<file path="src/rtl/s3g_pkg.sv">
// Shared definitions for the S3G host-port receive path.
package s3g_pkg;

    typedef enum logic [2:0] {
        StIdle  = 3'd0,
        StStart = 3'd1,
        StData  = 3'd2,
        StStop  = 3'd3,
        StBrk   = 3'd4
    } uart_rx_state_e;

    localparam int unsigned S3G_DEFAULT_DIVISOR = 868;  // 100 MHz / 115200 baud

    localparam logic [7:0] S3G_SYNC_BYTE = 8'hD5;

endpackage

</file>
<file path="src/rtl/sync_2ff.sv">
// Two-flop synchronizer for a single asynchronous input; INIT is the reset/idle level.
module sync_2ff #(
    parameter bit INIT = 1'b1
) (
    input  logic clk,
    input  logic rst,
    input  logic d_i,
    output logic q_o
);

    logic meta_q;
    logic sync_q;

    always_ff @(posedge clk) begin
        if (rst) begin
            meta_q <= INIT;
            sync_q <= INIT;
        end else begin
            meta_q <= d_i;
            sync_q <= meta_q;
        end
    end

    assign q_o = sync_q;

endmodule

</file>
<file path="src/rtl/s3g_uart_rx.sv">
// 8N1 UART receiver: one rx_done strobe per well-framed byte, one rx_frame_err per bad stop bit.
module s3g_uart_rx
    import s3g_pkg::*;
#(
    parameter int unsigned DIVISOR = S3G_DEFAULT_DIVISOR
) (
    input  logic       clk,
    input  logic       rst,
    input  logic       rx,
    output logic [7:0] rx_data,
    output logic       rx_done,
    output logic       rx_frame_err,
    output logic       rx_busy
);

    localparam int unsigned HALF = DIVISOR / 2;
    localparam int unsigned CntW = $clog2(DIVISOR);

    localparam logic [CntW-1:0] CntHalf = CntW'(HALF - 1);
    localparam logic [CntW-1:0] CntLast = CntW'(DIVISOR - 1);

    logic rx_s;

    sync_2ff #(
        .INIT (1'b1)
    ) u_sync (
        .clk (clk),
        .rst (rst),
        .d_i (rx),
        .q_o (rx_s)
    );

    uart_rx_state_e  state_q;
    logic [CntW-1:0] cnt_q;
    logic [2:0]      idx_q;
    logic [7:0]      shift_q;
    logic [7:0]      data_q;
    logic            done_q;
    logic            ferr_q;

    // cnt_q restarts on every transition and on every data-bit sample, so bit k is
    // taken exactly DIVISOR cycles after bit k-1 regardless of counter width.
    always_ff @(posedge clk) begin
        if (rst) begin
            state_q <= StIdle;
            cnt_q   <= '0;
            idx_q   <= '0;
            shift_q <= '0;
            data_q  <= '0;
            done_q  <= 1'b0;
            ferr_q  <= 1'b0;
        end else begin
            done_q <= 1'b0;
            ferr_q <= 1'b0;
            cnt_q  <= cnt_q + CntW'(1);
            case (state_q)
                StIdle: begin
                    if (!rx_s) begin
                        state_q <= StStart;
                        cnt_q   <= '0;
                    end
                end
                StStart: begin
                    if (cnt_q == CntHalf) begin
                        cnt_q <= '0;
                        if (!rx_s) begin
                            state_q <= StData;
                            idx_q   <= '0;
                        end else begin
                            state_q <= StIdle;
                        end
                    end
                end
                StData: begin
                    if (cnt_q == CntLast) begin
                        cnt_q   <= '0;
                        shift_q <= {rx_s, shift_q[7:1]};
                        idx_q   <= idx_q + 3'd1;
                        if (idx_q == 3'd7) begin
                            state_q <= StStop;
                        end
                    end
                end
                StStop: begin
                    if (cnt_q == CntLast) begin
                        cnt_q <= '0;
                        if (rx_s) begin
                            data_q  <= shift_q;
                            done_q  <= 1'b1;
                            state_q <= StIdle;
                        end else begin
                            ferr_q  <= 1'b1;
                            state_q <= StBrk;
                        end
                    end
                end
                StBrk: begin
                    // Hold off until the line returns high so a break yields a single error.
                    if (rx_s) begin
                        state_q <= StIdle;
                        cnt_q   <= '0;
                    end
                end
                default: begin
                    state_q <= StIdle;
                    cnt_q   <= '0;
                end
            endcase
        end
    end

    assign rx_data      = data_q;
    assign rx_done      = done_q;
    assign rx_frame_err = ferr_q;
    assign rx_busy      = (state_q != StIdle);

endmodule

</file>
<file path="config.mk">
export PLATFORM = sky130hd
export DESIGN_NAME = s3g_uart_rx
export DESIGN_NICKNAME = d
export VERILOG_FILES = /design/src/rtl/s3g_pkg.sv /design/src/rtl/sync_2ff.sv /design/src/rtl/s3g_uart_rx.sv
export SDC_FILE = /design/constraint.sdc
export NUM_CORES = 1
export LEC_CHECK = 0
export ABC_AREA = 1
export BUFFER_PORTS_ARGS = -buffer_cell sky130_fd_sc_hd__buf_2
export CAP_MARGIN = 30
export CORE_MARGIN = 8
export CORE_UTILIZATION = 50
export DETAILED_ROUTE_END_ITERATION = 8
export HOLD_SLACK_MARGIN = 0.02
export PLACE_DENSITY = 0.71
export REMOVE_ABC_BUFFERS = 1
export SLEW_MARGIN = 25
export SYNTH_ARGS = -nofsm -noshare
export SYNTH_HDL_FRONTEND = slang
export SYNTH_HIERARCHICAL = 1
export SYNTH_SLANG_ARGS = --single-unit
</file>
<file path="constraint.sdc">
create_clock -name clk -period 1.3 [get_ports clk]
set_input_delay 0.13 -clock clk [delete_from_list [all_inputs] [get_ports clk]]
set_output_delay 0.13 -clock clk [all_outputs]
set_load 0.05 [all_outputs]
</file>
======== After elaboration in Yosys (flattened, before gate mapping) ========
Index checks and enable logic that the tools add are counted.
word-level totals
  register bits after elaboration ......... 36
  output and inout port bits .............. 11
  word-level logic and storage cells ...... 56
operators by class
  $add $sub $neg .......................... 2
  eq/ne operators ......................... 14
  mux-type cells .......................... 20
  bitwise operators ....................... 2
  reductions and logical operators ........ 9
operators by type and width
  cell                                                                     number
  10-bit 2-to-1 mux                                                        4
  10-bit case mux with 4 select lines                                      1
  3-bit 2-to-1 mux                                                         10
  3-bit case mux with 5 select lines                                       1
  2-bit inequality test, second input constant                             6
  10-bit by 1-bit adder with 10-bit output, second input constant          1
  10-bit equality test, second input constant                              1
  10-bit by 9-bit equality test with 1-bit output, second input constant   1
  3-bit by 2-bit equality test with 1-bit output, second input constant    2
  3-bit equality test, second input constant                               2
  3-bit case mux with 2 select lines                                       1
  6-bit AND reduction                                                      1
  4-bit AND reduction                                                      1
  3-bit by 1-bit adder with 3-bit output, second input constant            1
  3-bit by 1-bit equality test with 1-bit output, second input constant    1
  3-bit logical NOT                                                        1
  3-bit AND reduction                                                      1
  3-bit nonzero test                                                       1
  3-bit OR reduction                                                       1
  1-bit 2-to-1 mux                                                         2
  2-bit 2-to-1 mux                                                         1
  2-bit by 1-bit inequality test with 1-bit output, second input constant  1
  1-bit NOT                                                                2
  2-bit AND reduction                                                      1
  2 further kinds                                                          2

======== Logic depth before layout (Yosys ltp) ========
  word-level depth ........................ 4
  mapped depth ............................ 11
  depth with buffers taken out ............ 11

======== Modules after synthesis ========
Netlist, hierarchy kept.
modules (own cells, without submodules)
  module       instances  cells each  area an instance (sq um)  seq. area each (sq um)
  s3g_uart_rx  1          196         1554.0                    680.7
  sync_2ff     1          7           58.8                      40.0

======== Worst setup path before layout ========
Ideal clock, no wire load.
  path type ............................... reg-to-reg
  start point ............................. register cnt_q[0]
  end point ............................... register cnt_q[3]
  data arrival time ....................... 1.288 ns
  required time ........................... 1.190 ns
  path slack .............................. -0.098 ns
  stages on the path, launching flop included .. 11
  path buffers ............................ 0
  period minus slack after synthesis ...... 1.398 ns
  path through ............................ dfxtp_1 ha_1 nand2_1 nor2_4 nand2_8 nand2_1 nand3_1 nand2_2 inv_2 nand3b_1 inv_1
on the way
  word-level cells in the longest chain between the ends .. 3
RTL lines
  item                                                              line               text
  start: declaration                                                s3g_uart_rx.sv:34  logic [CntW-1:0] cnt_q;
  start signal: assignment                                          s3g_uart_rx.sv:55  cnt_q <= cnt_q + CntW'(1);
  10-bit by 1-bit adder with 10-bit output (tied with other cells)  s3g_uart_rx.sv:55
  10-bit 2-to-1 mux, on equally long branches                       n/a
  10-bit case mux with 4 select lines (*)                           s3g_uart_rx.sv:56  case (state_q)
Mark *: on every way between the ends. The rest lies on a longest branch, timed or not.
A chain may end at the register's enable or synchronous reset.

======== Worst setup path in the final report ========
  start point ............................. register cnt_q[1]
  end point ............................... register data_q[6] (netlist: rx_data[6])
on the way
  word-level cells in the longest chain between the ends .. 2
RTL lines
  item                                  line               text
  10-bit equality test                  s3g_uart_rx.sv:85  if (cnt_q == CntLast) begin
  3-bit AND reduction (no source line)  n/a
  end signal: assignment                s3g_uart_rx.sv:88  data_q <= shift_q;
  end: declaration                      s3g_uart_rx.sv:37  logic [7:0] data_q;
No other way between the ends.

==> flow_summary.yaml <==
layout:
  final_cell_mix: "27 x inv_1, 27 x dfxtp_1, 25 x nand2_1"
  syn2layout_area_growth_pct: 31.0
  seqCellArea_um2: 739
  drive_gt1_share_pct: 38.9
  layout.nets: 253
  fin_area_um2: 2110
  multi_input_area_um2: 838
  fill_cells: 260
  diodes: 0
global_routing:
  grt_pass1_vias: 1378
  antenna_found_initial: 0
  grt_pass1_wl_mm: 5.69
  grt_max_degree: 19
  grtUsageTotal_pct: 13.6
  grt.overflow.total: 0
logic_synthesis:
  ys_seq_area_share_pct: 44.7
  ys_warn_count: 6
  synth_area_um2: 1610
  synthCells: 203
  ys_seq_elements: 36
  synth_cell_types: 25
  postSynthAreaPerCell_um2: 7.94
placement:
  portBuffers: 13
  preCtsSetupSlack_ps: -204
  placed_cell_area_um2: 1820
  dp_hpwl_mm: 2.22
  globalplace.congestion: 0.805
clock_network:
  clk_pin_slew_ps: 120
  cts_buffer_depth: 2
  cts_htree_levels: 2
  cts_inserted_buffers: 5
  cts_tree: "done"
  insertion_delay_ps: 350
  cts_sinks: 36
  cts-root-buf: "clkbuf_4"
floorplanning:
  die_area_um2: 5300
  core_area_um2: 3050
  die_h_um: 72.8
  row_count: 20
  die_x_um: 72.8
  start_util_pct: 52.8
  boundaryPins: 14
critical_path:
  cpPeakStageDelay_ps: 380
  timing.rr.start: "cnt_q[1]"
  crit_required_ps: 1590
  critPathBufInv: 1
  cp-startpoint: "cnt_q[1]"
  slowest_stage: "dfxtp_4"
  cp_cell_sequence: "ha_4 -> nand2_4 -> nor2_4 -> nand2_8 -> nor3_4 -> buf_6 -> o21ai_0 -> a21oi_1"
  r2r_setup_slack_ps: -80
  path_class: "flip-flop to flip-flop"
  critical_path_arrival_ps: 1670
  startpoint_type: "flip-flop"
  cp_max_fo: 7
  crit_path_end_kind: "flip-flop"
  path_delay_family: "simple AND/OR/NAND/NOR gates"
power_and_ir_drop:
  p_leak_nw: 0.956
  powerDensity_nw_per_um2: 1230
  ir_drop_mv: 0.678
outcome:
  status: "finished with violations"
  violations: "negative setup slack"
hold_path:
  hp-class: "primary input to flip-flop"
  hp-start: "rst"
sta:
  tightest_slew_ps: 465
  setup_tns_ps: -1410
  finalHoldViolations: 0
  fin_crit_ps: 1380
  finClkSkew_ps: 13.4
  slew-limit-headroom_pct: 69.0
  final.setup.worst_slack_ps: -82.6
  fin_crit_sh_pct: 106
  final_max_slew_viol_count: 0
  finalSetupViolCount: 30
  fmaxAchievable_ghz: 0.723
  rsz0062_at_grt: "true"
routing:
  final_antenna_net_count: 0
  wirelength_mm: 3.31
  drt_iter0_drc: 124
  drc: 0
  vias: 1400
  first_pass_iters: 4
  via_per_inst: 4.81
  wl_per_cell_um: 11.4
job:
  maxCapViolations: 0
## cell families after synthesis
logic type / Yosys count / synth area share, %
and+or+nand+nor: 81 / 28.1
adders and majority gates: 4 / 3.10
DFF: 36 / 44.7
xor gates and xnor gates: 3 / 1.63
AOI/OAI and AO/OA: 42 / 13.2
buffers and inverters: 37 / 9.31
## synth_stat cells (all sizes together)
cell / count / area (um^2)
o21bai: 1 / 7.51
a21oi: 22 / 110
xor2: 3 / 26.3
nor4: 1 / 6.26
o21ai: 19 / 95.1
nor2: 26 / 146
nand3: 9 / 45.0
nand3b: 4 / 30.0
ha: 4 / 50.1
inv: 34 / 128
dfxtp: 36 / 721
nand2: 37 / 180
buf: 2 / 18.8
nor3b: 1 / 7.51
clkbuf: 1 / 3.75
nor3: 3 / 37.5
## path summary, 6_finish.rpt
check                to  depth (start not counted)
min          state_q[0]                          2
max reg2reg  rx_data[6]                          8
max          rx_data[6]                          8
min reg2reg  u_sync/q_o                          2
## layer usage
| layer | share of wire, % | routed length, um | track usage [%] | vias to the layer above |
|---|---|---|---|---|
| li1 | - | - | - | 733 |
| met1 | 46 | 1520 | 14.8 | 653 |
| met2 | 50 | 1650 | 23.0 | 9 |
| met3 | 2.4 | 80 | 4.67 | 5 |
| met4 | 1.6 | 53 | 6.89 | 0 |
| met5 | 0 | 0 | 0 | - |
## registers in the layout (all words and copies together) (netlist names)
| signal | flops |
|---|---|
| shift_q | 8 |
| rx_data | 8 |
| u_sync/meta_q | 1 |
| state_q | 3 |
| rx_frame_err | 1 |
| rx_done | 1 |
| u_sync/q_o | 1 |
| cnt_q | 10 |
| idx_q | 3 |
## layout make-up
type	instances	area share, %
clock inverter	3	0.889
sequential	36	35.0
multi-input combinational	130	39.7
timing repair buffer	39	13.9
inverter	34	6.16
tap	44	2.61
clock buffer	5	1.78
## where the power goes
group	internal [mW]	total (mW)	switching (mW)
combinational	0.313	0.768	0.455
clock	0.207	0.591	0.384
sequential	1.18	1.25	0.0707
## metrics by stage
stage                     instances  hold slack, ps  total power, mW  util [%]
final                           291            70.9             2.61      69.2
after global routing            291            62.1             2.78      69.2
after CTS                       290            60.0             2.60      67.3
after detailed placement        271             307             1.87      59.5
after global placement          271             299             1.86      59.5
after floorplan                 200             199             1.67         -
## timing repair
| action | CTS | global route |
|---|---|---|
| buffers inserted | 9 | 1 |
| gates resized for setup | 34 | 21 |
| setup endpoints to repair | 34 | 33 |
| hold buffers | 1 | 0 |
| hold endpoints to repair | 1 | 0 |
| pin swaps | 9 | 8 |
| cloned | 1 | 0 |
(Power assumes the default switching activity.)
